File: config.mk
export PLATFORM = sky130hd
export DESIGN_NAME = frame_padder
export DESIGN_NICKNAME = d
export VERILOG_FILES = /design/src/rtl/frame_padder.sv
export SDC_FILE = /design/constraint.sdc
export NUM_CORES = 1
export LEC_CHECK = 0
export BUFFER_PORTS_ARGS = -buffer_cell sky130_fd_sc_hd__buf_2
export CORE_MARGIN = 10
export CORE_UTILIZATION = 23
export CTS_BUF_LIST = sky130_fd_sc_hd__clkbuf_4 sky130_fd_sc_hd__clkbuf_8
export CTS_CLUSTER_DIAMETER = 100
export DETAILED_ROUTE_END_ITERATION = 10
export HOLD_SLACK_MARGIN = 0.03
export SLEW_MARGIN = 30
export SYNTH_ARGS = -nofsm -noshare
export SYNTH_HDL_FRONTEND = slang
export SYNTH_SLANG_ARGS = --single-unit
File: constraint.sdc
create_clock -name clk -period 1.65 [get_ports clk]
set_input_delay 0.33 -clock clk [delete_from_list [all_inputs] [get_ports clk]]
set_output_delay 0.33 -clock clk [all_outputs]
set_load 0.005 [all_outputs]
File: src/rtl/frame_padder.sv
// frame_padder: wraps a WIDTH x HEIGHT raster frame in a one-pixel border,
// producing a (WIDTH+2) x (HEIGHT+2) frame for a downstream 3x3 window.
// Border beats are generated internally. The source is stalled only while
// border beats are emitted or while the output register is blocked.
// Optional build macro FRAME_PADDER_BORDER_VAL_EN adds an iBorder input. Its
// value is captured at the start of each frame and used as the border colour.
// When the macro is not defined, the border colour is 0.
module frame_padder #(
    parameter int WIDTH  = 320,
    parameter int HEIGHT = 240,
    parameter int DW     = 24
) (
    input  logic          clk,
    input  logic          reset,
    input  logic          iValid,
    output logic          iReady,
    input  logic [DW-1:0] iData,
`ifdef FRAME_PADDER_BORDER_VAL_EN
    input  logic [DW-1:0] iBorder,
`endif
    output logic          oValid,
    input  logic          oReady,
    output logic [DW-1:0] oData,
    output logic          oDone
);

    localparam int CW = $clog2(WIDTH + 2);
    localparam int RW = $clog2(HEIGHT + 2);

    localparam logic [CW-1:0] COL_LAST     = CW'(WIDTH + 1);
    localparam logic [CW-1:0] COL_BODY_END = CW'(WIDTH);
    localparam logic [RW-1:0] ROW_LAST     = RW'(HEIGHT + 1);
    localparam logic [RW-1:0] ROW_BODY_END = RW'(HEIGHT);

    typedef enum logic [2:0] {
        TOP,
        LEFT,
        BODY,
        RIGHT,
        BOTTOM
    } state_t;

    state_t        state_q;
    logic [CW-1:0] col_q;
    logic [RW-1:0] row_q;
    logic          oValid_q;
    logic [DW-1:0] oData_q;
    logic          oDone_q;

    logic          load;
    logic          beat;
    logic [DW-1:0] border_val;
    logic [DW-1:0] data_d;
    logic          done_d;

    // The output register may take a new beat when it is empty or is being drained.
    assign load   = !oValid_q || oReady;
    // Body beats need a source pixel. Border beats are produced unconditionally.
    assign beat   = (state_q == BODY) ? iValid : 1'b1;
    assign iReady = reset && load && (state_q == BODY);

    assign oValid = oValid_q;
    assign oData  = oData_q;
    assign oDone  = oDone_q;

`ifdef FRAME_PADDER_BORDER_VAL_EN
    logic [DW-1:0] border_q;

    // The first TOP beat uses iBorder directly.
    // The rest of the frame uses the captured copy.
    assign border_val = (state_q == TOP && col_q == '0) ? iBorder : border_q;

    // Capture the border colour on the first beat of each frame.
    always_ff @(posedge clk) begin
        if (!reset) begin
            border_q <= '0;
        end else if (load && state_q == TOP && col_q == '0) begin
            border_q <= iBorder;
        end
    end
`else
    assign border_val = '0;
`endif

    // Next-beat payload: source pixel in BODY, border colour everywhere else.
    always_comb begin
        data_d = (state_q == BODY) ? iData : border_val;
        done_d = (row_q == ROW_LAST) && (col_q == COL_LAST);
    end

    // Beat-position FSM and registered output stage, advanced only when a beat loads.
    always_ff @(posedge clk) begin
        if (!reset) begin
            state_q  <= TOP;
            col_q    <= '0;
            row_q    <= '0;
            oValid_q <= 1'b0;
            oData_q  <= '0;
            oDone_q  <= 1'b0;
        end else if (load) begin
            if (beat) begin
                oValid_q <= 1'b1;
                oData_q  <= data_d;
                oDone_q  <= done_d;
                case (state_q)
                    TOP: begin
                        if (col_q == COL_LAST) begin
                            col_q   <= '0;
                            row_q   <= RW'(1);
                            state_q <= LEFT;
                        end else begin
                            col_q <= col_q + CW'(1);
                        end
                    end
                    LEFT: begin
                        col_q   <= col_q + CW'(1);
                        state_q <= BODY;
                    end
                    BODY: begin
                        col_q <= col_q + CW'(1);
                        if (col_q == COL_BODY_END) begin
                            state_q <= RIGHT;
                        end
                    end
                    RIGHT: begin
                        col_q   <= '0;
                        row_q   <= row_q + RW'(1);
                        state_q <= (row_q < ROW_BODY_END) ? LEFT : BOTTOM;
                    end
                    BOTTOM: begin
                        if (col_q == COL_LAST) begin
                            col_q   <= '0;
                            row_q   <= '0;
                            state_q <= TOP;
                        end else begin
                            col_q <= col_q + CW'(1);
                        end
                    end
                    default: begin
                        col_q   <= '0;
                        row_q   <= '0;
                        state_q <= TOP;
                    end
                endcase
            end else begin
                // The previous beat drained and no source pixel is available.
                oValid_q <= 1'b0;
                oDone_q  <= 1'b0;
            end
        end
    end

endmodule
# Word-level counts from Yosys, hierarchy flattened
# Cells that the tools add are included.
# op_classes
reduce_logical	11
n_mux	14
n_bitwise	1
magnitude_cmp	1
n_mul	0
shifts	0
n_eq_ne	10
div	0
n_addsub	2
# ops
op	n
$pmux 8 s4	1
$mux 24	1
$eq 9x9->1 const B	2
$pmux 9 s2	1
$mux 8	2
$pmux 3 s5	1
$mux 3	4
$reduce_and 5->1	2
$add 9x1->9 const B	1
$mux 9	1
$add 8x1->8 const B	1
$eq 8x8->1 const B	1
$lt 8x8->1 const B	1
$eq 3x2->1 const B	2
$ne 2x2->1 const B	2
$reduce_or 2->1	2
$eq 3x1->1 const B	1
$eq 3x3->1 const B	1
$logic_and 1x1->1	3
$logic_not 3->1	1
$mux 1	3
$ne 2x1->1 const B	1
$reduce_and 2->1	1
$logic_not 1->1	1
2 further kinds	2
# totals
memories	0
input_bits	28
elab_cells	45
latchBits	0
out_inout_bits	27
regBits	46
mem_bits_ro	0
ram_bits	0

# Depth between registers and ports, before layout
# depth
ltp_word	4
ltp_mapped	8
depth_no_buf	6

# Worst setup path after synthesis
# Ideal clock, no wire load.
# synth_timing
kind	flip-flop to flip-flop
startpoint	register col_q[0]
endpoint	register row_q[6]
n_path_buf	1
synth_period_minus_slack_ns	1.679
required_time_ns	1.578
setup_ns	0.072
path_stages_with_launch	7
slack_ns	-0.029
arrival_time_ns	1.607
cell_sequence	dfxtp_1 ha_1 and4bb_2 a21boi_2 buf_6 or4_1 a21oi_1
# synth_via
elab_chain_cells	3
word_cells_on_any_way	4
classes_between	3 x eq/ne; 1 x reduce/logical
# synth_rtl
element	line_no	rtl
start, declared	44	logic [CW-1:0] col_q;
start signal, assigned	112	col_q <= col_q + CW'(1);
start signal, assigned	116	col_q <= col_q + CW'(1);
start signal, assigned	120	col_q <= col_q + CW'(1);
$eq 9x9->1 (*)	107, 131	
$ne 2x2->1 (no line)	--	
$reduce_and 5->1 (no line) (*)	--	
end signal, assigned	127	row_q <= row_q + RW'(1);
end, declared	45	logic [RW-1:0] row_q;
# Mark *: on every way between the ends. The rest lies on a longest branch, timed or not.
# A chain may end at the register's enable or synchronous reset.

# Final worst setup path
# layout_timing
startpoint	register col_q[1]
endpoint	register row_q[4]
# Same word-level chain as after synthesis.

==> flow_summary.toml <==
[synthesis]
ys_seq_area_share_pct = 42.9
synth_compound_area_share_pct = 18.5
async_flop_share_pct = 0
synth-seq-cells = 46
synthXorXnorAreaFrac_pct = 2.45
syn_inst = 261
yosys.area_share.simple_pct = 28.1
yosys-mux-area-fraction_pct = 0
synthTopCellsByCount = "46 x dfxtp_1, 35 x a21oi_1, 34 x nand2_1"
synth_cell_types = 47
synth_nets = 294
synth_area_um2 = 2150
avgSynthCellArea_um2 = 8.23
yosys.cell_count.top_type = "dfxtp_1"
synth_area_leaders = "dfxtp_1 43%, a21oi_1 8.2%, nand3_1 7.0%"
yosys_warnings = 0
netlist.area_leader.share_pct = 42.9
synth_edf_count = 0
yosys.area.top_type = "dfxtp_1"
synthAdderAreaFrac_pct = 2.91
ys.flop_type = "dfxtp_1"
synth_top_family_by_area = "simple AND/OR/NAND/NOR gates"

[finish]
final_net_count = 389
area_delta_synth_final_pct = 45.1
n_antenna_cell = 0
final_cells = 468
fill_cells = 946
drive_above_1_share_pct = 38.9

[die]
floorplan.rows = 35
initial_utilization_pct = 23.5
die_x_um = 117
die-area_um2 = 13600
dieHeight_um = 117
io_pins = 55
core_area_um2 = 9150

[detailed_routing]
vias = 2241
ant_nets = 0
routed_wl_um = 6440
drc = 0
dr.first_iter.drc_count = 142
drt-pass1-iter-count = 4
drt-vias-per-instance = 4.79
wl_per_cell_um = 13.8

[clock_network]
cts-buffers-inserted = 5
clock-sinks = 46
clk_pin_slew_ns = 0.09
cts_tree = "done"
clock_latency_ns = 0.30
cts.path.max_buffers = 2
cts_hold_buf = 0
root_buffer = "clkbuf_8"
cts_max_level = 2

[critical_path]
crit_fanout = 6
crit_type = "register to register"
end_kind = "register"
cp.arrival_ns = 1.95
crit_required_ns = 1.89
start_kind = "register"

[timing]
fin_crit_ns = 1.71
fin_hold_ws_ns = 0.266
fin_tns_setup_ns = -0.116
setup_viol = 3
fin_skew_ns = 0.00730
setup_ws_ns = -0.0647
period_share_pct = 104
worst_pin_slew_ns = 0.448
grt_setup_unrepaired = "yes"
slew_viol_final = 0
fmax_ghz = 0.583
max_slew_margin_pct = 69.9
hold_viol = 0

[global_routing]
grt_overflow = 0
first_global_vias = 2126
grt_max_degree = 26
grt_pass1_wl_um = 9880
grt_usage_pct = 8.88
antenna_found_initial = 0

[power_and_ir_drop]
powerDensity_nw_per_um2 = 644
ir_drop_mv = 0.274
p_leak_nw = 1.25
p_total_mw = 2.01

[run]
drv_cap = 0

[placed_design]
dp.cells = 451
io_buffers = 54
place_ws_ns = -0.0987
hpwl_um = 4720
gp_congestion = 0.803

[hold_path]
hp-class = "input port to register"

[outcome]
outcome = "finished, violations left"
violations = "setup timing"
[final timing paths]
kind / slack, ns / cells past startpoint / to / startpoint
max: -0.06 / 7 / row_q[4]$_SDFFE_PN0P_ / col_q[1]$_SDFFE_PN0P_
max reg2reg: -0.06 / 7 / row_q[4]$_SDFFE_PN0P_ / col_q[1]$_SDFFE_PN0P_
min: 0.27 / 3 / oData[20]$_SDFFE_PN0P_ / iData[20]
min reg2reg: 0.45 / 2 / oData[21]$_SDFFE_PN0P_ / oData[21]$_SDFFE_PN0P_
[sequential cells by signal, summed over array words and instances (netlist names)]
| register | flops |
|---|---|
| row_q | 8 |
| oDone | 1 |
| oData | 24 |
| col_q | 9 |
| oValid | 1 |
| state_q | 3 |
[routing by layer]
metal	up-vias	GRT usage, %	part of all wire, %
met3	8	2.57	4.4
met1	1055	10.8	45
met2	46	14.3	49
met4	0	3.87	1.6
li1	1132	-	-
met5	-	0	0
[per-stage QoR]
stage / cell area (um2) / utilization (%)
6_report: 3120 / 34.0
5_1_grt: 3120 / 34.0
4_1_cts: 2970 / 32.5
3_5_place_dp: 2830 / 30.9
3_3_place_gp: 2830 / 30.9
2_1_floorplan: 2150 / -
[placed cells by master (no fill, tap or decap), drive strengths merged, types with 6 or more instances in the layout]
cell type,count
nor2,17
o21ai,6
nand2,34
dfxtp,46
clkbuf,7
inv,8
nand3,30
buf,105
xnor2,6
a21oi,35
[final cells by class]
cell class	count	area, um2	area share (%)
well taps	111	139	4.46
clock buffers	6	76.3	2.45
clock inverters	2	13.8	0.442
multi-input cells	189	1220	39.1
inverters	8	32.5	1.04
flip-flops and latches	46	931	29.9
repair buffers	106	706	22.7
[logic make-up (layout without fill, tap and decap cells)]
| family | after synthesis | in the layout |
|---|---|---|
| AOI/OAI and AO/OA | 64 | 64 |
| and+or+nand+nor | 114 | 114 |
| buffers and inverters | 26 | 122 |
| DFF | 46 | 46 |
| adders and majority gates | 5 | 5 |
| xor gates and xnor gates | 6 | 6 |
[power breakdown]
| part | switching, mW | total (mW) | leakage (nW) | internal (mW) |
|---|---|---|---|---|
| clock | 0.392 | 0.708 | 0.0486 | 0.316 |
| combinational | 0.0969 | 0.182 | 0.830 | 0.0850 |
| sequential | 0.00411 | 1.12 | 0.373 | 1.11 |
| total | 0.493 | 2.01 | 1.25 | 1.51 |
[timing repair]
action / in CTS / in global routing
gates cloned: 0 / 1
pin swaps: 11 / 10
gates resized for setup: 15 / 17
endpoints found under the setup margin: 33 / 33
buffers inserted: 5 / 4
[worst max-delay path: stages, from the launching register on]
cell	delay (ns)
dfxtp_2	0.33
inv_2	0.05
ha_1	0.12
and4bb_2	0.29
a21boi_4	0.09
buf_6	0.15
or4_1	0.47
a21oi_1	0.14
(Power assumes the default switching activity.)
